File: config.mk
export PLATFORM = sky130hd
export DESIGN_NAME = sync_event_arbiter_flat
export DESIGN_NICKNAME = d
export VERILOG_FILES = /design/src/rtl/sync_event_arbiter_if.sv /design/src/rtl/sync_event_arbiter.sv /design/src/flat_wrapper.sv
export SDC_FILE = /design/constraint.sdc
export NUM_CORES = 1
export LEC_CHECK = 0
export ABC_AREA = 1
export ABC_CLOCK_PERIOD_IN_PS = 2560
export CAP_MARGIN = 20
export CELL_PAD_IN_SITES_DETAIL_PLACEMENT = 1
export CELL_PAD_IN_SITES_GLOBAL_PLACEMENT = 2
export CORE_UTILIZATION = 29
export DETAILED_ROUTE_END_ITERATION = 16
export MAX_ROUTING_LAYER = met4
export PLACE_DENSITY = 0.75
export SLEW_MARGIN = 20
export SYNTH_ARGS = -nofsm -noshare
export SYNTH_HDL_FRONTEND = slang
export SYNTH_SLANG_ARGS = --single-unit
export TNS_END_PERCENT = 100
File: constraint.sdc
create_clock -name clk_i -period 2.56 [get_ports clk_i]
set_clock_uncertainty 0.05 [all_clocks]
set_input_delay 0.512 -clock clk_i [delete_from_list [all_inputs] [get_ports clk_i]]
set_output_delay 0.512 -clock clk_i [all_outputs]
set_load 0.02 [all_outputs]
File: src/rtl/sync_event_arbiter_if.sv
// Event port bundle for sync_event_arbiter.
//   ev_valid : producer -> consumer, an event id is presented
//   ev_id    : producer -> consumer, index of the presented requester
//   ev_ready : consumer -> producer, accepts the presented event
// The master modport is the arbiter side and the slave modport is the consumer side.
interface sync_event_arbiter_if #(
  parameter int N   = 4,
  parameter int IDW = $clog2(N)
) ();
  logic           ev_valid;
  logic [IDW-1:0] ev_id;
  logic           ev_ready;

  modport master (output ev_valid, output ev_id, input ev_ready);
  modport slave  (input ev_valid, input ev_id, output ev_ready);
endinterface

File: src/rtl/sync_event_arbiter.sv
// sync_event_arbiter: synchronizes N asynchronous event lines, detects their
// rising edges, and holds each edge as a pending event. All pending events
// share one registered valid/ready event port, which is served round-robin.
//
// Ports:
//   clk_i          sole clock, rising edge
//   rst_i          synchronous active-high reset
//   req_async_i    N asynchronous event lines, bit i = requester i
//   clr_overflow_i clears all sticky overflow bits
//   pending_o      registered pending flags (status)
//   overflow_o     sticky: edge arrived while that requester was already pending
//   ev_if          event port (master side): ev_valid/ev_id out, ev_ready in
module sync_event_arbiter #(
  parameter int N           = 4,
  parameter int SYNC_STAGES = 3,
  parameter int IDW         = $clog2(N)
) (
  input  logic                 clk_i,
  input  logic                 rst_i,
  input  logic [N-1:0]         req_async_i,
  input  logic                 clr_overflow_i,
  output logic [N-1:0]         pending_o,
  output logic [N-1:0]         overflow_o,
  sync_event_arbiter_if.master ev_if
);

  localparam logic [0:0] ST_EMPTY = 1'b0;
  localparam logic [0:0] ST_FULL  = 1'b1;

  logic [N-1:0]   sync_q [SYNC_STAGES];
  logic [N-1:0]   prev_q;
  logic [N-1:0]   pending_q, pending_d;
  logic [N-1:0]   overflow_q, overflow_d;
  logic [0:0]     state_q, state_d;
  logic [IDW-1:0] id_q, id_d;
  logic [IDW-1:0] rr_q, rr_d;

  logic [N-1:0]   edge_s;
  logic [N-1:0]   clr_mask_s;
  logic [N-1:0]   ovf_new_s;
  logic           xfer_s;
  logic           load_s;
  logic           found_s;
  logic [IDW-1:0] sel_s;
  logic [IDW-1:0] rr_next_s;
  logic [IDW:0]   sum_s;
  logic [IDW-1:0] idx_s;

  // Synchronizer chain plus one history flop per line; the last stage feeds edge detect.
  always_ff @(posedge clk_i) begin
    if (rst_i) begin
      for (int s = 0; s < SYNC_STAGES; s++) begin
        sync_q[s] <= '0;
      end
      prev_q <= '0;
    end else begin
      sync_q[0] <= req_async_i;
      for (int s = 1; s < SYNC_STAGES; s++) begin
        sync_q[s] <= sync_q[s-1];
      end
      prev_q <= sync_q[SYNC_STAGES-1];
    end
  end

  assign edge_s = sync_q[SYNC_STAGES-1] & ~prev_q;
  assign xfer_s = (state_q == ST_FULL) && ev_if.ev_ready;
  // A new event may enter the output register when it is empty or emptying now.
  assign load_s = (|pending_q) && ((state_q == ST_EMPTY) || xfer_s);

  // Round-robin search: first pending index at or after rr_q, wrapping to 0.
  always_comb begin
    found_s = 1'b0;
    sel_s   = '0;
    sum_s   = '0;
    idx_s   = '0;
    for (int k = 0; k < N; k++) begin
      sum_s = {1'b0, rr_q} + (IDW+1)'(k);
      if (sum_s >= (IDW+1)'(N)) begin
        sum_s = sum_s - (IDW+1)'(N);
      end else begin
        sum_s = sum_s;
      end
      idx_s = sum_s[IDW-1:0];
      if (!found_s && pending_q[idx_s]) begin
        found_s = 1'b1;
        sel_s   = idx_s;
      end else begin
        found_s = found_s;
      end
    end
  end

  assign rr_next_s = (sel_s == IDW'(N - 1)) ? '0 : sel_s + IDW'(1);

  // Pending/overflow next state; a same-cycle edge re-sets the bit being cleared.
  always_comb begin
    clr_mask_s = '0;
    if (load_s) begin
      clr_mask_s[sel_s] = 1'b1;
    end else begin
      clr_mask_s = '0;
    end
    ovf_new_s = edge_s & pending_q & ~clr_mask_s;
    pending_d = (pending_q & ~clr_mask_s) | edge_s;
    if (clr_overflow_i) begin
      overflow_d = ovf_new_s;
    end else begin
      overflow_d = overflow_q | ovf_new_s;
    end
  end

  // Output register state machine: EMPTY/FULL with id held stable while FULL.
  always_comb begin
    state_d = state_q;
    id_d    = id_q;
    rr_d    = rr_q;
    case (state_q)
      ST_EMPTY: begin
        if (load_s) begin
          state_d = ST_FULL;
          id_d    = sel_s;
          rr_d    = rr_next_s;
        end else begin
          state_d = ST_EMPTY;
        end
      end
      ST_FULL: begin
        if (load_s) begin
          state_d = ST_FULL;
          id_d    = sel_s;
          rr_d    = rr_next_s;
        end else if (xfer_s) begin
          state_d = ST_EMPTY;
        end else begin
          state_d = ST_FULL;
        end
      end
      default: begin
        state_d = ST_EMPTY;
      end
    endcase
  end

  // Arbiter state registers.
  always_ff @(posedge clk_i) begin
    if (rst_i) begin
      pending_q  <= '0;
      overflow_q <= '0;
      state_q    <= ST_EMPTY;
      id_q       <= '0;
      rr_q       <= '0;
    end else begin
      pending_q  <= pending_d;
      overflow_q <= overflow_d;
      state_q    <= state_d;
      id_q       <= id_d;
      rr_q       <= rr_d;
    end
  end

  assign ev_if.ev_valid = state_q[0];
  assign ev_if.ev_id    = id_q;
  assign pending_o      = pending_q;
  assign overflow_o     = overflow_q;

endmodule
File: src/flat_wrapper.sv
// flat-port wrapper written by rule: the top's interface ports become plain ports
module sync_event_arbiter_flat 
#(
  parameter int N           = 4,
  parameter int SYNC_STAGES = 3,
  parameter int IDW         = $clog2(N)
)
  (clk_i, rst_i, req_async_i, clr_overflow_i, pending_o, overflow_o, ev_if_ev_valid, ev_if_ev_id, ev_if_ev_ready);
  sync_event_arbiter_if #(.N(N), .IDW(IDW)) ev_if_i ();
  input  logic clk_i;
  input  logic rst_i;
  input  logic [N-1:0] req_async_i;
  input  logic clr_overflow_i;
  output logic [N-1:0] pending_o;
  output logic [N-1:0] overflow_o;
  output wire logic [$bits(ev_if_i.ev_valid)-1:0] ev_if_ev_valid;
  output wire logic [$bits(ev_if_i.ev_id)-1:0] ev_if_ev_id;
  input wire logic [$bits(ev_if_i.ev_ready)-1:0] ev_if_ev_ready;
  assign ev_if_ev_valid = ev_if_i.ev_valid;
  assign ev_if_ev_id = ev_if_i.ev_id;
  assign ev_if_i.ev_ready = ev_if_ev_ready;
  sync_event_arbiter #(.N(N), .SYNC_STAGES(SYNC_STAGES), .IDW(IDW)) u_core (.clk_i(clk_i), .rst_i(rst_i), .req_async_i(req_async_i), .clr_overflow_i(clr_overflow_i), .pending_o(pending_o), .overflow_o(overflow_o), .ev_if(ev_if_i));
endmodule
==> impl_metrics.toml <==
[setup_path]
path_delay_family = "compound AO/OA/AOI/OAI gates"
crit_top_cell = "nand2_1"
worstPathCellList = "nand2_1 -> o21ai_1 -> inv_1 -> o21ai_1 -> inv_1 -> nor2_4 -> nand2_1 -> o21ai_2 -> inv_1 -> ha_1 -> nand2_1 -> nand2_1 -> a2bb2oi_1 -> nor2_1"
startpoint_type = "register"
cp_slowest_stage_delay_ns = 0.56
cp_max_fo = 10
critical_path_required_ns = 2.72
arrival_ns = 2.35
cp-startpoint = "u_core.rr_q[0]"
crit_buf_inv = 3
critical_path_class = "register to register"
cpMaxStageDelayCell = "dfxtp_1"
critPathCaptureType = "register"
worst_r2r_startpoint = "u_core.rr_q[0]"

[die]
die-area_sq_um = 4590
boundaryPins = 19
rows = 23
start_util = 0.3068
die_h_um = 67.75
die_width_um = 67.75
coreArea_sq_um = 4086

[worst_hold_path]
hp-start = "u_core.sync_q[0][5]"
hold_class = "register to register"

[synth]
yosys-top-cells-area = "dfxtp_1 (46%), nand2_1 (11%), inv_1 (9.6%), nor2_1 (6.6%), ha_1 (4.0%)"
ys_async_sr_fraction = 0
synthTopCellsByCount = "nand2_1 (36), inv_1 (32), dfxtp_1 (29), nor2_1 (22)"
synth_top_area_cell = "dfxtp_1"
synth_edf_count = 0
synthesis.nets = 179
synth_area_per_cell_sq_um = 7.507
synth_area_sq_um = 1254
synth.distinct_cells = 21
ys_seq_elements = 29
synth-main-ff-cell = "dfxtp_1"
synth_cells = 167
yosysSeqAreaShare = 0.4631
ys_warn_count = 0
synth.most_common_cell = "nand2_1"
yosysTopAreaCellShare = 0.4631

[grt]
grt_busiest_layer = "met2"
antenna_found_initial = 0
grt_pass1_vias = 1122
use_met3 = 0.05068
grt_overflow_total = 0
grt_max_degree = 27
grt_pass1_wl_mm = 4.740
grt.met2_usage = 0.2624
met1_usage = 0.1482
grt.total_usage = 0.1470

[final_layout]
final_util = 0.3873
drive_gt1_frac = 0.1368
layout.nets = 201
finish.instance_area_sq_um = 1583
syn2layout_area_growth_pct = 26.25
stdcell_count = 240
n_antenna_cell = 0

[timing]
post-route-period-util = 0.8580
report.final.slew_viol_count = 0
finalHoldWorstSlack_ns = 0.3512
min_period_ns = 2.196
setup_slack_ns = 0.3635
tightestPinTransition_ns = 0.4022
max_slew_margin = 0.7315
setup_viol = 0
hold_viol = 0
tns_ns = 0
fmax_ghz = 0.4553
grt_setup_unrepaired = "false"

[placement]
place_area_sq_um = 1481
hpwl_mm = 2.092
gp_congestion = 0.7418
preCtsSetupSlack_ns = 0.3552
numPortBuffers = 18
dp_cells = 232

[clocking]
cts_tree = "done"
cts_setup_buffers = 0
cts_buffers = 5
htree_levels = 2
clk_path_buf_depth = 2
ctsResizeCount = 0
clkLatencyLatePin_ns = 0.27
clkSinkCount = 29
clk_pin_slew_worst_paths_ns = 0.06
root_buffer = "clkbuf_8"
hold_buffers = 0

[run_status]
outcome = "finished, final reports clean"

[drt]
wl_mm = 2.666
dr.first_iter.drc_count = 38
wire_per_inst_um = 11.11
first_pass_iters = 2
viasPerCell = 4.392
drc = 0
antenna_left = 0
vias = 1054

[power]
powerDensity_nw_per_um2 = 687.0
p_leak_nw = 0.6994
ir_drop_uv = 320.1
totalPowerFinal_mw = 1.087

[job]
maxCapViolations = 0
per-layer routing:
| layer | up-vias | wire length [um] |
|---|---|---|
| met5 | - | 0 |
| met4 | 0 | 27 |
| met3 | 5 | 90 |
| met2 | 17 | 1360 |
| met1 | 492 | 1187 |
| li1 | 540 | - |
final cells by class:
type                            instances  area (sq um)
Clock buffer                            7         96.34
Timing Repair Buffer                   19         187.7
Inverter                               34         132.6
Tap cell                               50         62.56
Clock inverter                          1         5.005
Sequential cell                        29         580.6
Fill cell                             519          2504
Multi-Input combinational cell        100         518.0
kinds of logic after synthesis:
group / after synthesis / synth area share
AND/OR/NAND/NOR: 77 / 0.2764
buffers and inverters: 38 / 0.1238
flip-flops: 29 / 0.4631
AO/OA/AOI/OAI: 19 / 0.09681
adder cells (fa/ha/maj): 4 / 0.03992
final timing paths:
| kind | endpoint | slack [ns] | cells past startpoint |
|---|---|---|---|
| hold / removal | u_core.sync_q[0][9] | 0.35 | 2 |
| hold reg to reg | u_core.sync_q[0][9] | 0.35 | 2 |
| setup / recovery | u_core.overflow_o[2] | 0.36 | 14 |
| setup reg to reg | u_core.overflow_o[2] | 0.36 | 14 |
where the power goes:
part | switching, mW | internal [mW]
sequential | 0.0166 | 0.471
combinational | 0.119 | 0.0717
clock | 0.166 | 0.242
placed cells by master (no fill, tap or decap), types with 2 or more instances in the layout:
| cell type | Yosys | final |
|---|---|---|
| nand2_1 | 36 | 36 |
| inv_1 | 32 | 32 |
| dfxtp_1 | 29 | 29 |
| nor2_1 | 22 | 22 |
| clkdlybuf4s50_1 | 0 | 18 |
| clkbuf_8 | 0 | 7 |
| nand2_2 | 6 | 6 |
| a21oi_1 | 6 | 6 |
| nand3_1 | 4 | 4 |
| o21ai_0 | 4 | 4 |
| or2_2 | 4 | 4 |
| a2bb2oi_1 | 4 | 4 |
| ha_1 | 4 | 4 |
| o21ai_1 | 2 | 2 |
| nor2_4 | 2 | 2 |
| nand4_1 | 2 | 2 |
| a21oi_2 | 2 | 2 |
state kept, by name (all words and copies together), names as in the netlist:
register	flops
u_core.overflow_o	4
u_core.prev_q	4
u_core.ev_if.ev_id	2
u_core.ev_if.ev_valid	1
u_core.sync_q	12
u_core.rr_q	2
u_core.pending_o	4
worst reg2reg max path: cells and delay by family (launching register included):
kind	cells	cell delay, ns
simple gates	6	0.50
fa+ha+maj	1	0.18
buf+inv	3	0.27
flops	1	0.56
compound gates	4	0.58
(Power assumes the default switching activity.)
